### src/rtl/multdiv_sequencer_if.sv
// multdiv_sequencer_if: issue, multdiv-unit and writeback signals
// slave = sequencer side, master = pipeline/unit side
interface multdiv_sequencer_if;
  logic        is_mul;
  logic        is_div;
  logic [31:0] operand_a;
  logic [31:0] operand_b;
  logic [4:0]  dest_reg;
  logic [31:0] md_result;
  logic        md_exception;
  logic        md_ready;
  logic        md_ctrl_mult;
  logic        md_ctrl_div;
  logic [31:0] md_operand_a;
  logic [31:0] md_operand_b;
  logic        stall;
  logic        busy;
  logic        wb_valid;
  logic [31:0] wb_data;
  logic [4:0]  wb_reg;

  modport slave (
    input  is_mul, is_div,
    input  operand_a, operand_b, dest_reg,
    input  md_result, md_exception, md_ready,
    output md_ctrl_mult, md_ctrl_div,
    output md_operand_a, md_operand_b,
    output stall, busy,
    output wb_valid, wb_data, wb_reg
  );

  modport master (
    output is_mul, is_div,
    output operand_a, operand_b, dest_reg,
    output md_result, md_exception, md_ready,
    input  md_ctrl_mult, md_ctrl_div,
    input  md_operand_a, md_operand_b,
    input  stall, busy,
    input  wb_valid, wb_data, wb_reg
  );
endinterface

### src/rtl/multdiv_sequencer.sv
// multdiv_sequencer: issues mul/div to the shared unit, stalls, writes back
// MD_TIMEOUT_EN adds a WAIT watchdog of TIMEOUT_CYCLES
module multdiv_sequencer #(
  parameter int TIMEOUT_CYCLES = 40
) (
  input logic clock,
  input logic reset,
  multdiv_sequencer_if.slave bus
);

  typedef enum logic [1:0] {
    S_IDLE,
    S_START,
    S_WAIT,
    S_WB
  } state_t;

  localparam logic [4:0]  RSTATUS = 5'd30;
  localparam logic [31:0] EXC_MUL = 32'd4;
  localparam logic [31:0] EXC_DIV = 32'd5;

  state_t      r_state;
  state_t      w_next;

  logic        r_op_mul;
  logic [31:0] r_op_a;
  logic [31:0] r_op_b;
  logic [4:0]  r_dest;
  logic [31:0] r_result;
  logic        r_exc;

  logic        w_can_issue;
  logic        w_issue;
  logic        w_done;
  logic        w_timeout;

  assign w_can_issue = (r_state == S_IDLE) ||
                       (r_state == S_WB);
  assign w_issue = w_can_issue &&
                   (bus.is_mul || bus.is_div);
  assign w_done = (r_state == S_WAIT) && bus.md_ready;

`ifdef MD_TIMEOUT_EN
  localparam int CW0 = $clog2(TIMEOUT_CYCLES + 1);
  localparam int CW  = (CW0 > 6) ? CW0 : 6;

  logic [CW-1:0] r_wait_cnt;

  // count WAIT cycles; cleared in START so each WAIT entry restarts it
  always_ff @(posedge clock) begin
    if (reset) begin
      r_wait_cnt <= '0;
    end else if (r_state == S_START) begin
      r_wait_cnt <= '0;
    end else if (r_state == S_WAIT) begin
      r_wait_cnt <= r_wait_cnt + CW'(1);
    end
  end

  // a ready pulse in the expiry cycle takes priority
  assign w_timeout = (r_state == S_WAIT) &&
                     !bus.md_ready &&
                     (r_wait_cnt == CW'(TIMEOUT_CYCLES - 1));
`else
  assign w_timeout = 1'b0;
`endif

  // state register
  always_ff @(posedge clock) begin
    if (reset) begin
      r_state <= S_IDLE;
    end else begin
      r_state <= w_next;
    end
  end

  // next-state decode
  always_comb begin
    w_next = r_state;
    unique case (r_state)
      S_IDLE: begin
        if (w_issue) w_next = S_START;
      end
      S_START: begin
        w_next = S_WAIT;
      end
      S_WAIT: begin
        if (w_done || w_timeout) w_next = S_WB;
      end
      S_WB: begin
        if (w_issue) w_next = S_START;
        else         w_next = S_IDLE;
      end
      default: begin
        w_next = S_IDLE;
      end
    endcase
  end

  // issue latch: operands, dest and op type; mul wins over div
  always_ff @(posedge clock) begin
    if (reset) begin
      r_op_mul <= 1'b0;
      r_op_a   <= '0;
      r_op_b   <= '0;
      r_dest   <= '0;
    end else if (w_issue) begin
      r_op_mul <= bus.is_mul;
      r_op_a   <= bus.operand_a;
      r_op_b   <= bus.operand_b;
      r_dest   <= bus.dest_reg;
    end
  end

  // completion latch: unit result/flag, or forced exception on timeout
  always_ff @(posedge clock) begin
    if (reset) begin
      r_result <= '0;
      r_exc    <= 1'b0;
    end else if (w_done) begin
      r_result <= bus.md_result;
      r_exc    <= bus.md_exception;
    end else if (w_timeout) begin
      r_result <= '0;
      r_exc    <= 1'b1;
    end
  end

  // outputs decoded from state and latched registers
  always_comb begin
    bus.md_ctrl_mult = 1'b0;
    bus.md_ctrl_div  = 1'b0;
    bus.busy         = (r_state != S_IDLE);
    bus.wb_valid     = 1'b0;
    bus.wb_data      = '0;
    bus.wb_reg       = '0;
    if (r_state == S_START) begin
      bus.md_ctrl_mult = r_op_mul;
      bus.md_ctrl_div  = !r_op_mul;
    end
    if (r_state == S_WB) begin
      if (r_exc) begin
        bus.wb_valid = 1'b1;
        bus.wb_reg   = RSTATUS;
        bus.wb_data  = r_op_mul ? EXC_MUL : EXC_DIV;
      end else begin
        bus.wb_valid = (r_dest != 5'd0);
        bus.wb_reg   = r_dest;
        bus.wb_data  = r_result;
      end
    end
  end

  assign bus.md_operand_a = r_op_a;
  assign bus.md_operand_b = r_op_b;

  // only the IDLE-issue term is combinational; WB issue does not stall
  assign bus.stall = ((r_state == S_IDLE) && w_issue) ||
                     (r_state == S_START) ||
                     (r_state == S_WAIT);

endmodule

### src/flat_wrapper.sv
// flat-port wrapper written by rule: the top's interface ports become plain ports
module multdiv_sequencer_flat 
#(
  parameter int TIMEOUT_CYCLES = 40
)
  (clock, reset, bus_is_mul, bus_is_div, bus_operand_a, bus_operand_b, bus_dest_reg, bus_md_result, bus_md_exception, bus_md_ready, bus_md_ctrl_mult, bus_md_ctrl_div, bus_md_operand_a, bus_md_operand_b, bus_stall, bus_busy, bus_wb_valid, bus_wb_data, bus_wb_reg);
  multdiv_sequencer_if bus_i ();
  input logic clock;
  input logic reset;
  input wire logic [$bits(bus_i.is_mul)-1:0] bus_is_mul;
  input wire logic [$bits(bus_i.is_div)-1:0] bus_is_div;
  input wire logic [$bits(bus_i.operand_a)-1:0] bus_operand_a;
  input wire logic [$bits(bus_i.operand_b)-1:0] bus_operand_b;
  input wire logic [$bits(bus_i.dest_reg)-1:0] bus_dest_reg;
  input wire logic [$bits(bus_i.md_result)-1:0] bus_md_result;
  input wire logic [$bits(bus_i.md_exception)-1:0] bus_md_exception;
  input wire logic [$bits(bus_i.md_ready)-1:0] bus_md_ready;
  output wire logic [$bits(bus_i.md_ctrl_mult)-1:0] bus_md_ctrl_mult;
  output wire logic [$bits(bus_i.md_ctrl_div)-1:0] bus_md_ctrl_div;
  output wire logic [$bits(bus_i.md_operand_a)-1:0] bus_md_operand_a;
  output wire logic [$bits(bus_i.md_operand_b)-1:0] bus_md_operand_b;
  output wire logic [$bits(bus_i.stall)-1:0] bus_stall;
  output wire logic [$bits(bus_i.busy)-1:0] bus_busy;
  output wire logic [$bits(bus_i.wb_valid)-1:0] bus_wb_valid;
  output wire logic [$bits(bus_i.wb_data)-1:0] bus_wb_data;
  output wire logic [$bits(bus_i.wb_reg)-1:0] bus_wb_reg;
  assign bus_i.is_mul = bus_is_mul;
  assign bus_i.is_div = bus_is_div;
  assign bus_i.operand_a = bus_operand_a;
  assign bus_i.operand_b = bus_operand_b;
  assign bus_i.dest_reg = bus_dest_reg;
  assign bus_i.md_result = bus_md_result;
  assign bus_i.md_exception = bus_md_exception;
  assign bus_i.md_ready = bus_md_ready;
  assign bus_md_ctrl_mult = bus_i.md_ctrl_mult;
  assign bus_md_ctrl_div = bus_i.md_ctrl_div;
  assign bus_md_operand_a = bus_i.md_operand_a;
  assign bus_md_operand_b = bus_i.md_operand_b;
  assign bus_stall = bus_i.stall;
  assign bus_busy = bus_i.busy;
  assign bus_wb_valid = bus_i.wb_valid;
  assign bus_wb_data = bus_i.wb_data;
  assign bus_wb_reg = bus_i.wb_reg;
  multdiv_sequencer #(.TIMEOUT_CYCLES(TIMEOUT_CYCLES)) u_core (.clock(clock), .reset(reset), .bus(bus_i));
endmodule
### config.mk
export PLATFORM = sky130hd
export DESIGN_NAME = multdiv_sequencer_flat
export DESIGN_NICKNAME = d
export VERILOG_FILES = /design/src/rtl/multdiv_sequencer_if.sv /design/src/rtl/multdiv_sequencer.sv /design/src/flat_wrapper.sv
export SDC_FILE = /design/constraint.sdc
export NUM_CORES = 1
export LEC_CHECK = 0
export BUFFER_PORTS_ARGS = -buffer_cell sky130_fd_sc_hd__buf_2
export CAP_MARGIN = 20
export CORE_MARGIN = 2
export CORE_UTILIZATION = 45
export CTS_CLUSTER_SIZE = 25
export DETAILED_ROUTE_END_ITERATION = 10
export GPL_TIMING_DRIVEN = 0
export PLACE_DENSITY_LB_ADDON = 0.05
export SLEW_MARGIN = 10
export SYNTH_ARGS = -nofsm -noshare
export SYNTH_HDL_FRONTEND = slang
export SYNTH_SLANG_ARGS = --single-unit
export TNS_END_PERCENT = 50
### constraint.sdc
create_clock -name clock -period 2 [get_ports clock]
set_input_delay 0.4 -clock clock [delete_from_list [all_inputs] [get_ports clock]]
set_output_delay 0.4 -clock clock [all_outputs]
set_load 0.05 [all_outputs]
* Yosys cells after proc, flatten, opt, wreduce, memory -nomap -nowiden
Index checks and enable logic that the tools add are counted.
** Operators by class
- Equality and inequality tests :: 5
- Muxes and demuxes :: 13
- Reduce and logical (&&, ||, !) cells :: 12
** Operator list (count)
- two-way mux 32 bit :: 2
- two-way mux 5 bit :: 2
- case mux 2 bit (4 select lines) :: 1
- two-way mux 1 bit :: 6
- nonzero test 5 bit :: 1
- == test 2 bit, second input constant :: 2
- logical OR 1 bit :: 4
- two-way mux 2 bit :: 2
- inequality test 2 x 1 -> 1 bit, second input constant :: 2
- logical AND 1 bit :: 3
- == test 2 x 1 -> 1 bit, second input constant :: 1
- zero test 2 bit :: 1
- AND reduction 2 bit :: 1
- nonzero test 2 bit :: 1
- zero test 1 bit :: 1
** Word-level totals
- Input bits :: 107
- Word-level logic and storage cells :: 37
- Bits in registers :: 105

* Logic depth before layout (Yosys ltp)
Gate-level depths: netlist of run 1.
- Depth after elaboration :: 6
- Gate-level depth with buffers :: 7
- Mapped depth without buffers :: 6

* Worst setup path before layout of run 1
No wires, ideal clock.
- Kind :: register to output
- From :: register u_core.r_state[0]
- To :: output bus_stall
- Arrival :: 2.342 ns
- Setup slack :: -0.742 ns
- Buffers on the path :: 2
- Stages on the path, launching flop included :: 7
- Cells stage by stage :: dfxtp_1 inv_1 ha_1 o21bai_1 buf_2 clkbuf_1 o21ai_0
** On the way
- Word-level cells in the longest chain between the ends :: 6
- Elaborated cells between the ends (all ways) :: 9
- Those cells by class :: 3 x eq/ne; 6 x reduce/logical
** RTL lines
- start, declared :: line multdiv_sequencer.sv:22 : state_t r_state;
- start signal, assigned :: line multdiv_sequencer.sv:73 : r_state <= w_next;
- == test 2 bit / zero test 2 bit (equally long branches) :: line multdiv_sequencer.sv:38, multdiv_sequencer.sv:37, multdiv_sequencer.sv:158
- logical OR 1 bit :: line multdiv_sequencer.sv:37 : assign w_can_issue = (r_state == S_IDLE) ||
- logical AND 1 bit :: line multdiv_sequencer.sv:39 : assign w_issue = w_can_issue &&
- logical AND 1 bit :: line multdiv_sequencer.sv:158 : assign bus.stall = ((r_state == S_IDLE) && w_issue) ||
- logical OR 1 bit :: line multdiv_sequencer.sv:158
- logical OR 1 bit (*) :: line multdiv_sequencer.sv:159 : (r_state == S_START) ||
- end, declared :: line flat_wrapper.sv:22 : output wire logic [$bits(bus_i.stall)-1:0] bus_stall;
Every way passes the cells marked *; elsewhere a longest branch is shown, timed or not.

* Worst setup path after layout of run 1
- From :: register u_core.r_exc
- To :: output bus_wb_valid
** On the way
- Word-level cells in the longest chain between the ends :: 2
** RTL lines
- start, declared :: line multdiv_sequencer.sv:30 : logic r_exc;
- start signal, assigned :: line multdiv_sequencer.sv:122 : r_exc <= bus.md_exception;
- two-way mux 1 bit :: line multdiv_sequencer.sv:142 : if (r_exc) begin
- two-way mux 1 bit :: line multdiv_sequencer.sv:141 : if (r_state == S_WB) begin
- end, declared :: line flat_wrapper.sv:24 : output wire logic [$bits(bus_i.wb_valid)-1:0] bus_wb_valid;
Every way passes these cells.

==> tab_implementation.tex, run 1 <==
\begin{tabular}{lr}
\hline
Metric & Value \\
\hline
\multicolumn{2}{l}{\textbf{Run status}} \\
Result of the run & finished with violations \\
Violations in the final reports & setup timing \\
\multicolumn{2}{l}{\textbf{Route}} \\
Number of violations reported at the end of detailed-routing iteration 0 & around 110 \\
Routed wire length per instance & around 13 um \\
Total number of vias & a little over 4000 \\
Post-detailed-route via-to-cell ratio & between 4 and 5 \\
Routed Antenna Nets & 0 \\
Detailed-route DRC error count & 0 \\
Sum of routed wire length over all layers & between 10 and 15 mm \\
Pre-Repair DR Iteration Count & 4 \\
\multicolumn{2}{l}{\textbf{Finish}} \\
ANT cells & 0 \\
Leading cell types in the layout, fill and taps excluded & sky130\_fd\_sc\_hd\_\_nand2\_1, sky130\_fd\_sc\_hd\_\_buf\_2, sky130\_fd\_sc\_hd\_\_a21oi\_1 \\
Final instance area & roughly 6000 um2 \\
Number of nets in the final layout & around 860 \\
Number of inserted filler cells in the final layout & 745 \\
Non-filler instance count after layout & $\sim$860 \\
Most frequent standard cell in the layout excluding fill and tap cells & sky130\_fd\_sc\_hd\_\_nand2\_1 \\
Layout Area Growth over Synthesis & 50.2\% \\
Share of cells above drive strength 1 & a little under two fifths \\
\multicolumn{2}{l}{\textbf{Yosys}} \\
Number of synthesized register bits & between 100 and 150 \\
Most area-consuming cells after synthesis & sky130\_fd\_sc\_hd\_\_dfxtp\_1, sky130\_fd\_sc\_hd\_\_nand2\_1, sky130\_fd\_sc\_hd\_\_a21oi\_1, sky130\_fd\_sc\_hd\_\_and2\_1, sky130\_fd\_sc\_hd\_\_clkbuf\_1 \\
Area of the mapped netlist & 3990 um2 \\
Cell variety after synth & 20 \\
Area leader, netlist & sky130\_fd\_sc\_hd\_\_dfxtp\_1 \\
Synth Instances & approximately 520 \\
Top-area cell type share of the netlist area & between 50 and 60\% \\
Synthesized netlist net count & 631 \\
Share of the yosys chip area belonging to registers & between 50\% and 60\% \\
Yosys warns & 0 \\
Average footprint of a synthesized cell & a little under 8 um2 \\
\multicolumn{2}{l}{\textbf{Worst setup path}} \\
Startpoint type of the worst setup path & flip-flop \\
CP bufs+invs & 1 \\
Setup CP Type & reg -> out \\
Setup slack, reg-to-reg & around 0.20 ns \\
Worst endpoint data arrival time & about 1.6 ns \\
Required time reported for the critical path endpoint & about 1.6 ns \\
Top fanout value on the critical path & 2 \\
Startpoint of the worst-slack reg-to-reg timing path & u\_core.r\_state[1]\$\_SDFFE\_PP0P\_ \\
Standard cell with the maximum stage delay on the critical path & sky130\_fd\_sc\_hd\_\_or4\_4 \\
Capturing element type of the critical path & output port \\
Register-to-Register Path Depth & 7 \\
Reg2reg end & u\_core.r\_state[0]\$\_SDFFE\_PP0P\_ \\
Kind of cell adding the most delay to the critical path & simple AND/OR/NAND/NOR gates \\
Logic depth of the worst setup path including buffers & 3 \\
Worst path max stage delay & around 0.51 ns \\
Series of cell instances along the critical path & or4\_4, o31a\_1, buf\_6 \\
\multicolumn{2}{l}{\textbf{Clocking}} \\
Clock tree sinks & roughly 110 \\
Number of buffers created by CTS & 9 \\
Clock tree from TritonCTS & yes \\
Buffer depth of the longest clock path & 2 \\
Clock insertion delay at the later pin of the skew report & 0.35 ns \\
CTS hold repair buffers & 0 \\
Root Buffer Master & sky130\_fd\_sc\_hd\_\_clkbuf\_8 \\
Clock slew at the register clock pins of the worst setup and hold paths & approximately 0.10 ns \\
H-tree levels & 3 \\
\multicolumn{2}{l}{\textbf{Worst hold path}} \\
Hold endpoint & u\_core.r\_dest[1]\$\_SDFFE\_PP0P\_ \\
Worst min-delay path class & in -> reg \\
Hold depth & 3 \\
Worst Hold Launch & bus\_dest\_reg[1] \\
\multicolumn{2}{l}{\textbf{STA}} \\
Worst rel slew slack & approximately three fifths \\
Pin slew with the least headroom to its limit & about 0.58 ns \\
Final-report hold violation count & 0 \\
Worst setup slack after layout & -0.0237 ns \\
Final Cycle Share & 101\% \\
Time the final worst path needs with I/O delays and setup & just over 2 ns \\
Final setup violation count & 2 \\
Max Freq & around 500 MHz \\
RSZ-0062 raised after global routing & true \\
Clock skew after layout & approximately 0.016 ns \\
Pins Over Slew Limit & 0 \\
\multicolumn{2}{l}{\textbf{Floorplan}} \\
Height of the die & slightly below 100 um \\
Num rows & 34 \\
Starting Density & a little under half \\
Die area & 9640 um2 \\
Boundary pin count & $\sim$210 \\
Die width & 98.2 um \\
Core Region & approximately 8700 um2 \\
\multicolumn{2}{l}{\textbf{Placed design}} \\
DP HPWL & 8.10 mm \\
Quantity of I/O buffers inserted on ports & approximately 210 \\
GP Congestion & between 0.7 and 0.8 \\
Placed instance area & approximately 5200 um2 \\
Number of instances in the placed design & approximately 840 \\
\multicolumn{2}{l}{\textbf{Power and ir drop}} \\
Total leakage power & 2.77 nW \\
PD cells & 1280 nW/um2 \\
Peak ir drop on the vdd network & $\sim$0.00075 V \\
Total Power Consumption & 7.68 mW \\
\multicolumn{2}{l}{\textbf{Global routing}} \\
Antenna violations before repair & 0 \\
Global-route wire length before repair & 18.0 mm \\
Overall track demand over capacity in global routing & between 20\% and 30\% \\
Maximum number of pins on one net before global-route repair & 17 \\
Remaining global-route overflow & 0 \\
Vias in the first global route & slightly below 4000 \\
\multicolumn{2}{l}{\textbf{Run}} \\
Max Cap Viol & 0 \\
\hline
\end{tabular}
cell families after synthesis:
logic type                 Yosys count  share of synthesized area, %
and+or+nand+nor                    248                          25.7
adders and majority gates            5                          1.57
DFF                                105                          52.7
AOI/OAI and AO/OA                  114                          14.9
muxes                                3                         0.752
buffers and inverters               44                          4.36
sequential cells by signal, summed over array words and instances, names as in the netlist:
| signal | flops |
|---|---|
| u_core.bus.md_operand_a | 32 |
| u_core.bus.md_operand_b | 32 |
| u_core.r_dest | 5 |
| u_core.r_exc | 1 |
| u_core.r_op_mul | 1 |
| u_core.r_result | 32 |
| u_core.r_state | 2 |
worst reg2reg max path, cell delays in order, from the launching register on:
cell                       delay, ns
sky130_fd_sc_hd__dfxtp_2        0.38
sky130_fd_sc_hd__inv_2          0.07
sky130_fd_sc_hd__ha_4           0.22
sky130_fd_sc_hd__o21bai_4       0.19
sky130_fd_sc_hd__buf_4          0.18
sky130_fd_sc_hd__a22o_1         0.25
sky130_fd_sc_hd__or3_1          0.36
sky130_fd_sc_hd__o31ai_1        0.07
report_power, final:
group          internal (mW)  total [mW]  switching, mW
Combinational          0.979        3.59           2.61
Sequential              2.57        2.82          0.252
Clock                  0.584        1.27          0.689
final cells by class:
cell class | count | area (um2) | area share [%]
clock buffer | 12 | 135 | 2.25
sequential | 105 | 2110 | 35.2
timing repair buffer | 223 | 1510 | 25.2
multi-input combinational | 370 | 1860 | 31.0
tap | 108 | 135 | 2.25
clock inverter | 4 | 53.8 | 0.898
buffer | 35 | 170 | 2.84
inverter | 5 | 21.3 | 0.355
synthesized netlist by cell type:
master and instances:
sky130_fd_sc_hd__or4_1 1, sky130_fd_sc_hd__buf_2 7, sky130_fd_sc_hd__o21bai_1 1, sky130_fd_sc_hd__and2_1 34, sky130_fd_sc_hd__buf_1 1, sky130_fd_sc_hd__ha_1 5
sky130_fd_sc_hd__or3_1 1, sky130_fd_sc_hd__inv_1 5, sky130_fd_sc_hd__nor2b_1 2, sky130_fd_sc_hd__o31a_1 1, sky130_fd_sc_hd__o21ai_0 1, sky130_fd_sc_hd__o21a_1 5
sky130_fd_sc_hd__a22o_1 1, sky130_fd_sc_hd__nor2_1 5, sky130_fd_sc_hd__nand2_1 205, sky130_fd_sc_hd__o31ai_1 1, sky130_fd_sc_hd__dfxtp_1 105, sky130_fd_sc_hd__a21oi_1 104
sky130_fd_sc_hd__mux2i_1 3, sky130_fd_sc_hd__clkbuf_1 31
worst max-delay path by stage:
stage | slack [ns] | startpoint | to
detailed placement | -0.31 | u_core.r_state[1]$_SDFFE_PP0P_ | bus_stall
finish | -0.02 | u_core.r_exc$_SDFFE_PP0P_ | bus_wb_valid
global placement | -0.24 | u_core.r_state[1]$_SDFFE_PP0P_ | bus_stall
floorplan | 0.001 | u_core.r_state[0]$_SDFFE_PP0P_ | bus_stall
CTS | -0.14 | u_core.r_state[0]$_SDFFE_PP0P_ | bus_stall
global route | -0.09 | u_core.r_exc$_SDFFE_PP0P_ | bus_wb_valid
layer usage:
layer	vias to the layer above	global-route usage (%)	routed length, um
li1	2113	-	-
met1	1891	26.9	4620
met2	129	40.6	6110
met3	18	5.08	651
met4	0	8.22	216
met5	-	0	0
per-stage QoR:
stage	setup TNS (ns)	worst slack [ns]	hold WS (ns)	util, %
6_report	-0.0373	-0.0237	0.268	69.1
5_1_grt	-0.955	-0.0947	0.256	69.1
4_1_cts	-3.12	-0.140	0.259	67.1
3_5_place_dp	-7.49	-0.311	0.443	59.8
3_3_place_gp	-4.47	-0.238	0.437	59.8
2_1_floorplan	0	0.000979	0.432	-
timing repair:
action	in CTS	in global routing
cloned	1	2
buffers inserted	6	3
resized for setup	123	45
pin swaps	1	23
setup endpoints to repair	90	58
Power figures use the tool's default switching activity.
==> inputs of run 2 (changes only) <==
Settings changed: CORE_MARGIN 2 to not set.
==> run 2 against run 1 <==
Compared with the run above:
- the flow still finishes with violations (setup timing)
- clock power decreased by 3%
- combinational power increased by 2%
- clock skew decreased by 0.0058 ns
- sequential cell count unchanged
- cell count decreased by 0.12%
- via count increased by 0.87%
- critical path type unchanged
- largest power group unchanged
==> tab_implementation.tex, run 2 (synthesis gave the netlist of run 1 again) <==
\begin{tabular}{lr}
\hline
Metric & Value \\
\hline
\multicolumn{2}{l}{\textbf{Finish}} \\
Final core utilization & 71.2\% (+2.1 points) \\
Final instance area & 5970 um2 (-0.46\%) \\
Number of nets in the final layout & 863 (+0.23\%) \\
Non-filler instance count after layout & 861 (-0.12\%) \\
Layout Area Growth over Synthesis & 49.5\% \\
Leading cell types in the layout, fill and taps excluded & sky130\_fd\_sc\_hd\_\_nand2\_1, sky130\_fd\_sc\_hd\_\_buf\_2, sky130\_fd\_sc\_hd\_\_a21oi\_1 \\
Most frequent standard cell in the layout excluding fill and tap cells & sky130\_fd\_sc\_hd\_\_nand2\_1 \\
ANT cells & 0 (unchanged) \\
Share of cells above drive strength 1 & 38.8\% (+0.43 points) \\
\multicolumn{2}{l}{\textbf{Global routing}} \\
Antenna violations before repair & 0 (unchanged) \\
Vias in the first global route & 3835 (-2.2\%) \\
Global-route wire length before repair & 17.0 mm (-5.7\%) \\
Remaining global-route overflow & 0 (unchanged) \\
Maximum number of pins on one net before global-route repair & 18 (+1) \\
Overall track demand over capacity in global routing & 23.9\% (+1.1 points) \\
\multicolumn{2}{l}{\textbf{Worst setup path}} \\
Series of cell instances along the critical path & ha\_4, buf\_6, nor2b\_4, buf\_12, clkbuf\_16, and2\_4, buf\_6 \\
Critical path's most frequent cell & sky130\_fd\_sc\_hd\_\_buf\_6 \\
Register-to-Register Path Depth & 8 (+1) \\
Capturing instance or port of the critical path & bus\_wb\_data[19] \\
Reg2reg end & u\_core.r\_state[0]\$\_SDFFE\_PP0P\_ \\
Worst endpoint data arrival time & 1.70 ns (+0.08 ns) \\
Startpoint of the worst-slack reg-to-reg timing path & u\_core.r\_state[0]\$\_SDFFE\_PP0P\_ \\
Required time reported for the critical path endpoint & 1.60 ns (about the same) \\
Startpoint type of the worst setup path & flip-flop \\
Capturing element type of the critical path & output port \\
Top fanout value on the critical path & 7 (+5) \\
Startpoint of the worst setup timing path & u\_core.r\_state[1]\$\_SDFFE\_PP0P\_ \\
Worst path max stage delay & 0.38 ns (-0.13 ns) \\
Standard cell with the maximum stage delay on the critical path & sky130\_fd\_sc\_hd\_\_dfxtp\_4 \\
Setup slack, reg-to-reg & 0.13 ns (-0.07 ns) \\
Setup CP Type & reg -> out \\
\multicolumn{2}{l}{\textbf{Power and ir drop}} \\
Total Power Consumption & 7.70 mW (+0.26\%) \\
PD cells & 1290 nW/um2 (+0.72\%) \\
Total leakage power & 2.77 nW (+0.19\%) \\
Peak ir drop on the vdd network & 0.000860 V (+15\%) \\
\multicolumn{2}{l}{\textbf{STA}} \\
Time the final worst path needs with I/O delays and setup & 2.10 ns (+0.0720 ns) \\
Clock skew after layout & 0.00979 ns (-0.00576 ns) \\
Final setup violation count & 31 (+29) \\
Max Freq & 477 MHz (-3.4\%) \\
Pins Over Slew Limit & 0 (unchanged) \\
RSZ-0062 raised after global routing & true \\
Worst setup slack after layout & -0.0957 ns (-0.0720 ns) \\
Post-route setup TNS & -2.36 ns (-2.32 ns) \\
Worst rel slew slack & 64.8\% (+3.5 points) \\
Final-report hold violation count & 0 (unchanged) \\
Pin slew with the least headroom to its limit & 0.528 ns (-0.0529 ns) \\
Final Cycle Share & 105\% (+3.6 points) \\
\multicolumn{2}{l}{\textbf{Clocking}} \\
Buffer depth of the longest clock path & 2 (unchanged) \\
Clock insertion delay at the later pin of the skew report & 0.35 ns (about the same) \\
Number of buffers created by CTS & 9 (unchanged) \\
Clock tree sinks & 105 (unchanged) \\
Root Buffer Master & sky130\_fd\_sc\_hd\_\_clkbuf\_8 \\
H-tree levels & 3 (unchanged) \\
Clock slew at the register clock pins of the worst setup and hold paths & 0.10 ns (about the same) \\
Clock tree from TritonCTS & yes \\
CTS hold repair buffers & 0 (unchanged) \\
\multicolumn{2}{l}{\textbf{Placed design}} \\
GP Congestion & 0.784 (+0.98\%) \\
DP HPWL & 8.05 mm (-0.65\%) \\
Quantity of I/O buffers inserted on ports & 211 (unchanged) \\
Placed instance area & 5190 um2 (about the same) \\
Number of instances in the placed design & 835 (-0.36\%) \\
\multicolumn{2}{l}{\textbf{Route}} \\
Routed Antenna Nets & 0 (unchanged) \\
Sum of routed wire length over all layers & 11.4 mm (-1.8\%) \\
Post-detailed-route via-to-cell ratio & 4.86 (+0.98\%) \\
Pre-Repair DR Iteration Count & 4 (unchanged) \\
Detailed-route DRC error count & 0 (unchanged) \\
Total number of vias & 4187 (+0.87\%) \\
Routed wire length per instance & 13.2 um (-1.7\%) \\
Number of violations reported at the end of detailed-routing iteration 0 & 133 (+23\%) \\
\multicolumn{2}{l}{\textbf{Worst hold path}} \\
Worst min-delay path class & in -> reg \\
\multicolumn{2}{l}{\textbf{Floorplan}} \\
Height of the die & 96.2 um (-2.0\%) \\
Boundary pin count & 213 (unchanged) \\
Core Region & 8380 um2 (-3.4\%) \\
Die width & 96.2 um (-2.0\%) \\
Die area & 9250 um2 (-4.0\%) \\
Num rows & 33 (-2.9\%) \\
Starting Density & 47.6\% (+1.6 points) \\
\multicolumn{2}{l}{\textbf{Run status}} \\
Violations in the final reports & setup timing \\
Result of the run & finished with violations \\
\multicolumn{2}{l}{\textbf{Run}} \\
Max Cap Viol & 0 (unchanged) \\
\hline
\end{tabular}
[run 2: cell types whose count changed in the layout (fill, tap and decap cells not counted), moves of 2 or more]
cell / change
sky130_fd_sc_hd__inv_6: +2
sky130_fd_sc_hd__clkbuf_2: +2
sky130_fd_sc_hd__clkbuf_1: -5
sky130_fd_sc_hd__buf_4: +2
sky130_fd_sc_hd__dfxtp_2: -2
sky130_fd_sc_hd__clkbuf_8: +2
sky130_fd_sc_hd__buf_8: -13
sky130_fd_sc_hd__buf_6: +11
[run 2: area by class of cell]
cell class | instances | area [um2]
buffer | 36 | 184
clock buffer | 11 | 141
tap | 105 | 131
sequential | 105 | 2110
clock inverter | 5 | 37.5
multi-input combinational | 370 | 1860
fill | 693 | 2410
inverter | 5 | 23.8
timing repair buffer | 224 | 1470
[run 2: report_power, final]
group / switching, mW / internal, mW / leakage (nW)
Clock: 0.736 / 0.496 / 0.0863
Combinational: 2.63 / 1.02 / 1.82
Sequential: 0.246 / 2.57 / 0.863
[run 2: metrics by stage]
stage,worst slack (ns),hold WS (ns)
2_1_floorplan,0.000979,0.432
3_3_place_gp,-0.237,0.437
3_5_place_dp,-0.301,0.442
4_1_cts,-0.155,0.251
5_1_grt,-0.136,0.248
6_report,-0.0957,0.261
[run 2: worst min path at each step]
| stage | start | endpoint | depth (start not counted) |
|---|---|---|---|
| floorplan | u_core.r_result[10]$_SDFFE_PP0P_ | u_core.r_result[10]$_SDFFE_PP0P_ | 2 |
| global placement | u_core.r_result[17]$_SDFFE_PP0P_ | u_core.r_result[17]$_SDFFE_PP0P_ | 2 |
| detailed placement | u_core.r_result[18]$_SDFFE_PP0P_ | u_core.r_result[18]$_SDFFE_PP0P_ | 2 |
| CTS | bus_operand_a[9] | u_core.bus.md_operand_a[9]$_SDFFE_PP0P_ | 3 |
| global route | bus_operand_a[31] | u_core.bus.md_operand_a[31]$_SDFFE_PP0P_ | 3 |
| finish | bus_operand_a[5] | u_core.bus.md_operand_a[5]$_SDFFE_PP0P_ | 3 |
[run 2: worst max-delay path, delay by kind of cell (launching register included)]
kind / cells / cell delay [ns]
flops: 1 / 0.38
fa+ha+maj: 1 / 0.16
buf+inv: 4 / 0.53
simple gates: 2 / 0.27
[run 2: layer usage]
metal / GRT usage [%] / vias to the layer above / routed length [um]
li1: - / 2120 / -
met1: 26.9 / 1886 / 4580
met2: 42.3 / 157 / 5690
met3: 6.48 / 24 / 845
met4: 9.95 / 0 / 259
met5: 0 / - / 0
[run 2: what timing repair did]
action                     CTS  global route
gates resized for setup    126            33
cloned                       1             2
setup endpoints to repair   94            40
pin swaps                   11             8
setup buffers                8             2
